<file path="src/rtl/fifo_param_flags_if.sv">
// Producer/consumer bus of the parametrised FIFO.
// Controls and status flags are active-low.
interface fifo_param_flags_if #(
  parameter int FWIDTH  = 32,
  parameter int FCWIDTH = 4
);
  logic [FWIDTH-1:0]  Data_In;
  logic               FInN;
  logic               FOutN;
  logic               FClrN;
  logic [FCWIDTH:0]   AFullThr;
  logic [FCWIDTH:0]   AEmptyThr;
  logic [FWIDTH-1:0]  F_Data;
  logic [FCWIDTH:0]   F_Count;
  logic               F_FullN;
  logic               F_EmptyN;
  logic               F_AFullN;
  logic               F_AEmptyN;
  logic               F_OvfN;
  logic               F_UdfN;

  modport master (
    output Data_In, FInN, FOutN, FClrN, AFullThr, AEmptyThr,
    input  F_Data, F_Count, F_FullN, F_EmptyN, F_AFullN, F_AEmptyN, F_OvfN, F_UdfN
  );

  modport slave (
    input  Data_In, FInN, FOutN, FClrN, AFullThr, AEmptyThr,
    output F_Data, F_Count, F_FullN, F_EmptyN, F_AFullN, F_AEmptyN, F_OvfN, F_UdfN
  );
endinterface

</file>
<file path="src/rtl/fifo_param_flags.sv">
// Parametrised single-clock show-ahead FIFO with occupancy count, programmable
// almost-full/almost-empty thresholds and sticky overflow/underflow flags.
module fifo_param_flags #(
  parameter int FWIDTH  = 32,
  parameter int FDEPTH  = 16,
  parameter int FCWIDTH = 4
) (
  input  logic               Clk,
  input  logic               Rst,
  fifo_param_flags_if.slave  fifoBus
);

  localparam logic [FCWIDTH:0]   DEPTH_C   = (FCWIDTH+1)'(FDEPTH);
  localparam logic [FCWIDTH:0]   CNT_ZERO_C = {(FCWIDTH+1){1'b0}};
  localparam logic [FCWIDTH:0]   CNT_ONE_C  = {{FCWIDTH{1'b0}}, 1'b1};
  localparam logic [FCWIDTH-1:0] PTR_ZERO_C = {FCWIDTH{1'b0}};
  localparam logic [FCWIDTH-1:0] PTR_ONE_C  = {{(FCWIDTH-1){1'b0}}, 1'b1};

  logic [FWIDTH-1:0]  memR [FDEPTH];
  logic [FCWIDTH-1:0] rdPtrR;
  logic [FCWIDTH-1:0] wrPtrR;
  logic [FCWIDTH:0]   countR;
  logic [FCWIDTH:0]   countNextS;
  logic               fullNR;
  logic               emptyNR;
  logic               aFullNR;
  logic               aEmptyNR;
  logic               ovfNR;
  logic               udfNR;
  logic               rdAccS;
  logic               wrAccS;
  logic               flushS;
  logic               memWrS;

  // Accept decisions and next occupancy; a read frees a slot for a same-cycle write.
  always_comb begin
    flushS     = Rst || !fifoBus.FClrN;
    rdAccS     = !fifoBus.FOutN && (countR != CNT_ZERO_C);
    wrAccS     = !fifoBus.FInN && ((countR != DEPTH_C) || rdAccS);
    memWrS     = wrAccS && !flushS;
    countNextS = countR;
    case ({wrAccS, rdAccS})
      2'b10:   countNextS = countR + CNT_ONE_C;
      2'b01:   countNextS = countR - CNT_ONE_C;
      default: countNextS = countR;
    endcase
  end

  // Pointers, count and flags; flags derive from the next count so they never lag it.
  always_ff @(posedge Clk) begin
    if (flushS) begin
      rdPtrR   <= PTR_ZERO_C;
      wrPtrR   <= PTR_ZERO_C;
      countR   <= CNT_ZERO_C;
      fullNR   <= 1'b1;
      emptyNR  <= 1'b0;
      aFullNR  <= 1'b1;
      aEmptyNR <= 1'b0;
      ovfNR    <= 1'b1;
      udfNR    <= 1'b1;
    end else begin
      if (wrAccS) begin
        wrPtrR <= wrPtrR + PTR_ONE_C;
      end
      if (rdAccS) begin
        rdPtrR <= rdPtrR + PTR_ONE_C;
      end
      countR   <= countNextS;
      fullNR   <= (countNextS != DEPTH_C);
      emptyNR  <= (countNextS != CNT_ZERO_C);
      aFullNR  <= !(countNextS >= fifoBus.AFullThr);
      aEmptyNR <= !(countNextS <= fifoBus.AEmptyThr);
      if (!fifoBus.FInN && !wrAccS) begin
        ovfNR <= 1'b0;
      end
      if (!fifoBus.FOutN && !rdAccS) begin
        udfNR <= 1'b0;
      end
    end
  end

  // Storage array; contents survive reset and clear on purpose.
  always_ff @(posedge Clk) begin
    if (memWrS) begin
      memR[wrPtrR] <= fifoBus.Data_In;
    end
  end

  assign fifoBus.F_Data    = memR[rdPtrR];
  assign fifoBus.F_Count   = countR;
  assign fifoBus.F_FullN   = fullNR;
  assign fifoBus.F_EmptyN  = emptyNR;
  assign fifoBus.F_AFullN  = aFullNR;
  assign fifoBus.F_AEmptyN = aEmptyNR;
  assign fifoBus.F_OvfN    = ovfNR;
  assign fifoBus.F_UdfN    = udfNR;

endmodule

</file>
<file path="src/flat_wrapper.sv">
// flat-port wrapper written by rule: the top's interface ports become plain ports
module fifo_param_flags_flat 
#(
  parameter int FWIDTH  = 32,
  parameter int FDEPTH  = 16,
  parameter int FCWIDTH = 4
)
  (Clk, Rst, fifoBus_Data_In, fifoBus_FInN, fifoBus_FOutN, fifoBus_FClrN, fifoBus_AFullThr, fifoBus_AEmptyThr, fifoBus_F_Data, fifoBus_F_Count, fifoBus_F_FullN, fifoBus_F_EmptyN, fifoBus_F_AFullN, fifoBus_F_AEmptyN, fifoBus_F_OvfN, fifoBus_F_UdfN);
  fifo_param_flags_if #(.FWIDTH(FWIDTH), .FCWIDTH(FCWIDTH)) fifoBus_i ();
  input  logic Clk;
  input  logic Rst;
  input wire logic [$bits(fifoBus_i.Data_In)-1:0] fifoBus_Data_In;
  input wire logic [$bits(fifoBus_i.FInN)-1:0] fifoBus_FInN;
  input wire logic [$bits(fifoBus_i.FOutN)-1:0] fifoBus_FOutN;
  input wire logic [$bits(fifoBus_i.FClrN)-1:0] fifoBus_FClrN;
  input wire logic [$bits(fifoBus_i.AFullThr)-1:0] fifoBus_AFullThr;
  input wire logic [$bits(fifoBus_i.AEmptyThr)-1:0] fifoBus_AEmptyThr;
  output wire logic [$bits(fifoBus_i.F_Data)-1:0] fifoBus_F_Data;
  output wire logic [$bits(fifoBus_i.F_Count)-1:0] fifoBus_F_Count;
  output wire logic [$bits(fifoBus_i.F_FullN)-1:0] fifoBus_F_FullN;
  output wire logic [$bits(fifoBus_i.F_EmptyN)-1:0] fifoBus_F_EmptyN;
  output wire logic [$bits(fifoBus_i.F_AFullN)-1:0] fifoBus_F_AFullN;
  output wire logic [$bits(fifoBus_i.F_AEmptyN)-1:0] fifoBus_F_AEmptyN;
  output wire logic [$bits(fifoBus_i.F_OvfN)-1:0] fifoBus_F_OvfN;
  output wire logic [$bits(fifoBus_i.F_UdfN)-1:0] fifoBus_F_UdfN;
  assign fifoBus_i.Data_In = fifoBus_Data_In;
  assign fifoBus_i.FInN = fifoBus_FInN;
  assign fifoBus_i.FOutN = fifoBus_FOutN;
  assign fifoBus_i.FClrN = fifoBus_FClrN;
  assign fifoBus_i.AFullThr = fifoBus_AFullThr;
  assign fifoBus_i.AEmptyThr = fifoBus_AEmptyThr;
  assign fifoBus_F_Data = fifoBus_i.F_Data;
  assign fifoBus_F_Count = fifoBus_i.F_Count;
  assign fifoBus_F_FullN = fifoBus_i.F_FullN;
  assign fifoBus_F_EmptyN = fifoBus_i.F_EmptyN;
  assign fifoBus_F_AFullN = fifoBus_i.F_AFullN;
  assign fifoBus_F_AEmptyN = fifoBus_i.F_AEmptyN;
  assign fifoBus_F_OvfN = fifoBus_i.F_OvfN;
  assign fifoBus_F_UdfN = fifoBus_i.F_UdfN;
  fifo_param_flags #(.FWIDTH(FWIDTH), .FDEPTH(FDEPTH), .FCWIDTH(FCWIDTH)) u_core (.Clk(Clk), .Rst(Rst), .fifoBus(fifoBus_i));
endmodule
</file>
<file path="config.mk">
export PLATFORM = sky130hd
export DESIGN_NAME = fifo_param_flags_flat
export DESIGN_NICKNAME = d
export VERILOG_FILES = /design/src/rtl/fifo_param_flags_if.sv /design/src/rtl/fifo_param_flags.sv /design/src/flat_wrapper.sv
export SDC_FILE = /design/constraint.sdc
export NUM_CORES = 1
export LEC_CHECK = 0
export CORE_ASPECT_RATIO = 1.25
export CORE_MARGIN = 2
export CORE_UTILIZATION = 45
export DETAILED_ROUTE_END_ITERATION = 10
export GPL_ROUTABILITY_DRIVEN = 0
export GPL_TIMING_DRIVEN = 0
export HOLD_SLACK_MARGIN = 0.1
export PLACE_DENSITY_LB_ADDON = 0.25
export SETUP_SLACK_MARGIN = 0.02
export SLEW_MARGIN = 20
export SYNTH_ARGS = -nofsm -noshare
export SYNTH_HDL_FRONTEND = slang
export SYNTH_SLANG_ARGS = --single-unit
</file>
<file path="constraint.sdc">
create_clock -name Clk -period 4.5 [get_ports Clk]
set_clock_uncertainty 0.2 [all_clocks]
set_input_delay 0.675 -clock Clk [delete_from_list [all_inputs] [get_ports Clk]]
set_output_delay 0.675 -clock Clk [all_outputs]
set_load 0.005 [all_outputs]
</file>
==> run_results.csv, run 1 <==
group,metric,value,unit
synth,syn_nets,975,
grt,grt_pass1_wl,68.2,mm
sta,tightest_slew,0.979,ns
die,core_area,0.0453,mm²
power_and_ir_drop,max-vdd-ir-drop,0.289,mV
final_layout,syn_to_final_growth,19.0,%
min_path,whs_path_depth,2,
critical_path,critical_path_class,"flip-flop to output pin",
die,start_util,45.8,%
power_and_ir_drop,comb_power_share,4.6,%
clock_network,clkSinkCount,535,
die,die_h,244,µm
status,status,"completed",
synth,synth-compound-area-share,1.38,%
synth,syn-instance-count,911,
final_layout,drive_gt1_share,27.6,%
sta,slew_headroom,34.8,%
die,die_w,196,µm
clock_network,cts-root-buf,"clkbuf_16",
die,fp-row-count,87,
synth,synth-seq-area-share,76.3,%
critical_path,rrSetupSlack,0.21,ns
final_layout,stdcell_count,1698,
critical_path,worstReg2RegEnd,"u_core.fifoBus.F_AEmptyN",
sta,rsz0062_at_grt,"true",
clock_network,insertion_delay,0.57,ns
synth,async_flop_share,0,%
grt,antenna_found_initial,1,
sta,period_needed,4.33,ns
route,wl_per_cell,27.0,µm
synth,ys_warn_count,0,
clock_network,clock_path_buffers,3,
clock_network,cts_tree,"done",
min_path,hp-class,"flip-flop to flip-flop",
clock_network,clk_pin_slew,0.06,ns
placed_design,dpl.cell_count,1602,
critical_path,r2r_cells,14,
sta,setup_viol,0,
power_and_ir_drop,p_leak,7.62,nW
job,cap_violations,0,
synth,yosys.area_share.adder,1.06,%
critical_path,end_kind,"output pin",
final_layout,final_common_cell,"edfxtp_1",
power_and_ir_drop,switching_share,20.3,%
power_and_ir_drop,p_per_area,401,mW/mm²
final_layout,final_nets,1142,
synth,ys_ff_latch,535,
critical_path,cp-endpoint,"fifoBus_F_Data[4]",
sta,worst_slack,0.168,ns
route,drt_iter0_markers,979,
synth,synth-xor-area-share,0.416,%
route,drt-total-wl,45.9,mm
synth,synth_top_family_by_area,"multiplexers",
power_and_ir_drop,p_seq_share,55.4,%
grt,overflow,0,
critical_path,worst-path-max-fanout,10,
power_and_ir_drop,power,9.89,mW
synth,syn_area_per_cell,22.8,µm²
route,routed_via_density,5.79,
placed_design,dp_slack,-0.630,ns
route,ant_nets,0,
synth,synthSimpleGateAreaFrac,2.09,%
placed_design,port_buffers,87,
grt,grt_usage,19.8,%
power_and_ir_drop,internal_power,7.88,mW
critical_path,cp.required,3.62,ns
power_and_ir_drop,power.switching,2.01,mW
synth,synthMuxAreaShare,17.5,%
final_layout,fill_cells,3445,
synth,synth_area,0.0207,mm²
grt,grt_pass1_vias,10288,
sta,fmax,231,MHz
synth,synthFlopType,"edfxtp_1",
route,via_count,9835,
critical_path,worstPathArrival,3.46,ns
power_and_ir_drop,clkPwrFrac,40.0,%
synth,yosysUniqueCellTypes,52,
sta,slew_viol_final,0,
die,pin_count,90,
clock_network,numCtsBuffers,50,
sta,period_share,96.3,%
critical_path,cp-start-kind,"flip-flop",
route,drt_pass1_iterations,5,
final_layout,layout_common_cells,"edfxtp_1 (512), mux4_2 (160), clkdlybuf4s50_1 (87)",
synth,synth_enable_flop_cells,512,
critical_path,reg2reg_from,"u_core.fifoBus.F_Count[2]",
clock_network,htreeDepth,2,
route,drc_errors,0,
grt,grt_max_degree,19,
placed_design,hpwl,28.5,mm
die,die-area,0.0478,mm²
sta,timing.final.hold_violations,0,
-- registers in the layout (all words and copies together), names as in the netlist, named ones only --
signal	count
u_core.memR	512
u_core.fifoBus.F_Count	5
u_core.rdPtrR	4
u_core.wrPtrR	4
u_core.fifoBus.F_AEmptyN	1
u_core.fifoBus.F_AFullN	1
u_core.fifoBus.F_EmptyN	1
u_core.fifoBus.F_FullN	1
u_core.fifoBus.F_OvfN	1
u_core.fifoBus.F_UdfN	1
-- power by group through the flow --
stage                     clock (mW)  sequential (mW)  combinational [mW]
final                           3.96             5.48               0.450
after global routing            4.22             5.48               0.494
after CTS                       4.03             5.48               0.455
after detailed placement           0             5.59               0.449
after global placement             0             5.59               0.430
after floorplan                    0             5.58               0.234
-- area by class of cell --
class	instances	area (µm²)	area share (%)
Antenna cell	1	2.50	0.0101
Buffer	43	209	0.846
Clock buffer	67	1340	5.41
Clock inverter	26	174	0.704
Inverter	13	48.8	0.198
Multi-Input combinational cell	319	4810	19.5
Sequential cell	535	15800	64.1
Tap cell	578	723	2.93
Timing Repair Buffer	116	1550	6.27
-- metrics by stage --
stage / TNS, ns / area (µm²) / utilization [%] / hold WS, ns
6_report: 0 / 24700 / 54.5 / 0.280
5_1_grt: 0 / 24700 / 54.5 / 0.308
4_1_cts: -0.0296 / 24600 / 54.4 / 0.275
3_5_place_dp: -0.630 / 23100 / 51.1 / 0.259
3_3_place_gp: -673.94 / 22300 / 49.3 / 0.260
2_1_floorplan: 0 / 20700 / - / 0.256
-- worst max-delay path, cell delays in order, from the launching register on --
cell and delay (ns):
dfxtp_1 0.34, clkbuf_1 0.46, buf_2 0.53, mux4_2 0.57, mux4_2 0.52, clkdlybuf4s50_1 0.47
-- per-layer routing --
layer	wire length [µm]	up-vias	track usage (%)
met2	24200	295	34.5
met5	13	-	0
met3	2060	70	2.88
met1	18800	5274	26.2
met4	857	2	5.28
li1	-	4194	-
-- worst min-delay path by stage --
stage | startpoint | slack (ns) | end
4_1_cts | u_core.fifoBus.F_UdfN | 0.28 | u_core.fifoBus.F_UdfN
3_5_place_dp | u_core.fifoBus.F_UdfN | 0.26 | u_core.fifoBus.F_UdfN
3_3_place_gp | u_core.fifoBus.F_OvfN | 0.26 | u_core.fifoBus.F_OvfN
5_1_grt | u_core.fifoBus.F_OvfN | 0.31 | u_core.fifoBus.F_OvfN
2_1_floorplan | u_core.fifoBus.F_OvfN | 0.26 | u_core.fifoBus.F_OvfN
6_report | u_core.fifoBus.F_UdfN | 0.28 | u_core.fifoBus.F_UdfN
-- repair_timing --
item,in CTS,in global routing
pin swaps,1,2
gates cloned,0,0
gates resized for setup,4,20
hold buffers,0,0
buffers inserted,1,2
endpoints found under the hold margin,0,0
setup endpoints to repair,21,17
-- synth_stat cells (all sizes together) (7+ instances only) --
| master | number | area share [%] |
|---|---|---|
| edfxtp | 512 | 74 |
| mux4 | 160 | 17 |
| nor2 | 39 | 0.71 |
| clkbuf | 27 | 0.49 |
| dfxtp | 23 | 2.2 |
| nand2 | 18 | 0.33 |
| buf | 17 | 0.46 |
| ha | 16 | 0.97 |
| a21oi | 13 | 0.31 |
| inv | 13 | 0.24 |
| nand3 | 7 | 0.17 |
-- cell families after synthesis --
family | count (synthesis)
flops | 535
simple gates | 89
compound gates | 41
fa+ha+maj | 17
buf+inv | 57
xor+xnor | 9
mux | 163
Power figures use the tool's default switching activity.
==> run 2, diff against run 1 <==
--- a/config.mk
+++ b/config.mk
@@ -12,7 +12,6 @@
 export GPL_ROUTABILITY_DRIVEN = 0
 export GPL_TIMING_DRIVEN = 0
 export HOLD_SLACK_MARGIN = 0.1
-export PLACE_DENSITY_LB_ADDON = 0.25
 export SETUP_SLACK_MARGIN = 0.02
 export SLEW_MARGIN = 20
 export SYNTH_ARGS = -nofsm -noshare
==> run 2 against run 1 <==
Register-to-register slack improved by 0.09 ns. Routed wire length fell by 0.92%. Cell area rose by 0.17%. Cell count fell by 0.12%. Worst hold slack got worse by 0.012 ns. Via count fell by 0.23%. Critical endpoint is now fifoBus_F_Data[22]. Highest routed layer unchanged.
==> run_results.csv, run 2 (same netlist as run 1, synthesis figures left out) <==
group,metric,value,unit
final_layout,top_register,"u_core.memR",
sta,tightest_slew,0.948,ns
route,drt-total-wl,45.5,mm
power_and_ir_drop,comb_power_share,4.5,%
critical_path,slowest_stage,"clkbuf_1",
sta,fmax,227,MHz
clock_network,cts_tree,"done",
clock_network,clk_pin_slew,0.06,ns
power_and_ir_drop,p_per_area,407,mW/mm²
min_path,hp-start,"u_core.fifoBus.F_UdfN",
sta,setup_viol,0,
final_layout,largest_reg_flops,512,
grt,grt_usage,19.7,%
sta,period_needed,4.40,ns
critical_path,critical_path_class,"flip-flop to output pin",
grt,overflow,0,
route,wl_per_cell,26.8,µm
route,drt_iter0_markers,862,
final_layout,final_core_util,54.6,%
sta,timing.final.hold_violations,0,
placed_design,hpwl,28.5,mm
sta,slew_headroom,36.8,%
critical_path,cp-start-kind,"flip-flop",
clock_network,htreeDepth,2,
route,drt_pass1_iterations,4,
power_and_ir_drop,p_seq_share,54.5,%
die,die_h,244,µm
critical_path,worstPathArrival,3.53,ns
die,pin_count,90,
final_layout,final_nets,1140,
min_path,holdPathEnd,"u_core.fifoBus.F_UdfN",
die,die_w,196,µm
min_path,hp-class,"flip-flop to flip-flop",
status,status,"completed",
route,routed_via_density,5.79,
power_and_ir_drop,p_leak,7.62,nW
clock_network,ctsHoldBuffers,0,
clock_network,clock_path_buffers,3,
power_and_ir_drop,power.switching,2.01,mW
clock_network,insertion_delay,0.57,ns
final_layout,diodes,0,
final_layout,final_common_cell,"edfxtp_1",
die,core_area,0.0453,mm²
final_layout,layout_common_cells,"edfxtp_1 (512), mux4_2 (160), clkdlybuf4s50_1 (87)",
sta,slew_viol_final,0,
grt,grt_pass1_wl,68.1,mm
placed_design,port_buffers,87,
final_layout,seqCellArea,0.0158,mm²
power_and_ir_drop,max-vdd-ir-drop,0.317,mV
sta,period_share,97.9,%
die,start_util,45.8,%
critical_path,rrSetupSlack,0.30,ns
critical_path,critPathMaxStageDelay,0.70,ns
critical_path,reg2reg_from,"u_core.fifoBus.F_Count[2]",
critical_path,cp.required,3.62,ns
final_layout,fill_cells,3462,
final_layout,drive_gt1_share,28.2,%
die,fp-row-count,87,
final_layout,syn_to_final_growth,19.2,%
grt,antenna_found_initial,1,
sta,rsz0062_at_grt,"true",
critical_path,critical_path.cell_chain,"clkbuf_1 -> clkbuf_1 -> mux4_2 -> mux4_2 -> clkdlybuf4s50_1",
grt,grt_pass1_vias,10413,
power_and_ir_drop,switching_share,20.0,%
final_layout,multi_input_area,0.00482,mm²
route,drc_errors,0,
final_layout,stdcell_count,1696,
power_and_ir_drop,internal_power,8.04,mW
placed_design,dpl.cell_count,1600,
clock_network,clkSinkCount,535,
critical_path,worst-path-max-fanout,10,
power_and_ir_drop,clkPwrFrac,41.0,%
min_path,whs_path_depth,2,
clock_network,numCtsBuffers,51,
critical_path,r2r_cells,14,
die,die-area,0.0478,mm²
grt,grt_max_degree,19,
job,cap_violations,0,
route,ant_nets,0,
clock_network,cts-root-buf,"clkbuf_16",
route,via_count,9812,
critical_path,end_kind,"output pin",
critical_path,worstReg2RegEnd,"u_core.fifoBus.F_AEmptyN",
run 2: power by group through the flow:
| stage | clock network [mW] | registers, mW | logic [mW] |
|---|---|---|---|
| after detailed placement | 0 | 5.59 | 0.451 |
| after CTS | 4.22 | 5.48 | 0.457 |
| after global placement | 0 | 5.59 | 0.432 |
| after floorplan | 0 | 5.58 | 0.234 |
| final | 4.12 | 5.48 | 0.452 |
| after global routing | 4.40 | 5.48 | 0.494 |
run 2: through the flow:
step / total power, mW / hold WS [ns] / worst slack, ns / cell area (µm²) / setup TNS, ns
6_report: 10.1 / 0.268 / 0.0954 / 24700 / 0
5_1_grt: 10.4 / 0.292 / 0.0116 / 24700 / 0
4_1_cts: 10.2 / 0.265 / 0.00613 / 24700 / 0
3_3_place_gp: 6.02 / 0.256 / -1.39 / 22300 / -663.76
2_1_floorplan: 5.82 / 0.256 / 0.0314 / 20700 / 0
3_5_place_dp: 6.04 / 0.256 / -0.646 / 23100 / -0.646
run 2: what timing repair did:
item,in CTS,in global routing
setup buffers,2,0
setup endpoints to repair,27,11
pin swaps,2,4
resized for setup,8,18
run 2: layout make-up:
type | instances | area share, %
sequential | 535 | 64.1
multi-input combinational | 319 | 19.5
timing repair buffer | 113 | 5.95
clock buffer | 68 | 5.67
tap | 578 | 2.92
buffer | 43 | 0.860
clock inverter | 27 | 0.830
inverter | 13 | 0.197
run 2: metal layers:
| layer | vias up | global-route usage (%) | share of wire, % |
|---|---|---|---|
| li1 | 4191 | - | - |
| met1 | 5287 | 26.4 | 41 |
| met2 | 269 | 33.9 | 52 |
| met3 | 63 | 2.94 | 4.4 |
| met4 | 2 | 5.41 | 2.3 |
| met5 | - | 0 | 0.033 |
run 2: critical path, delay by kind of cell, from the launching register on:
| family | cells | cell delay [ns] |
|---|---|---|
| muxes | 2 | 0.93 |
| DFF | 1 | 0.35 |
| buffers and inverters | 3 | 1.68 |
run 2: worst max path at each step:
stage	from	endpoint	slack (ns)
after floorplan	fifoBus_FInN	u_core.fifoBus.F_AEmptyN	0.03
after CTS	flip-flop	fifoBus_F_Data[26]	0.006
final	flip-flop	fifoBus_F_Data[22]	0.1
after detailed placement	fifoBus_FInN	u_core.fifoBus.F_AEmptyN	-0.65
after global routing	flip-flop	fifoBus_F_Data[22]	0.01
after global placement	fifoBus_FOutN	u_core.memR[15][20]	-1.39
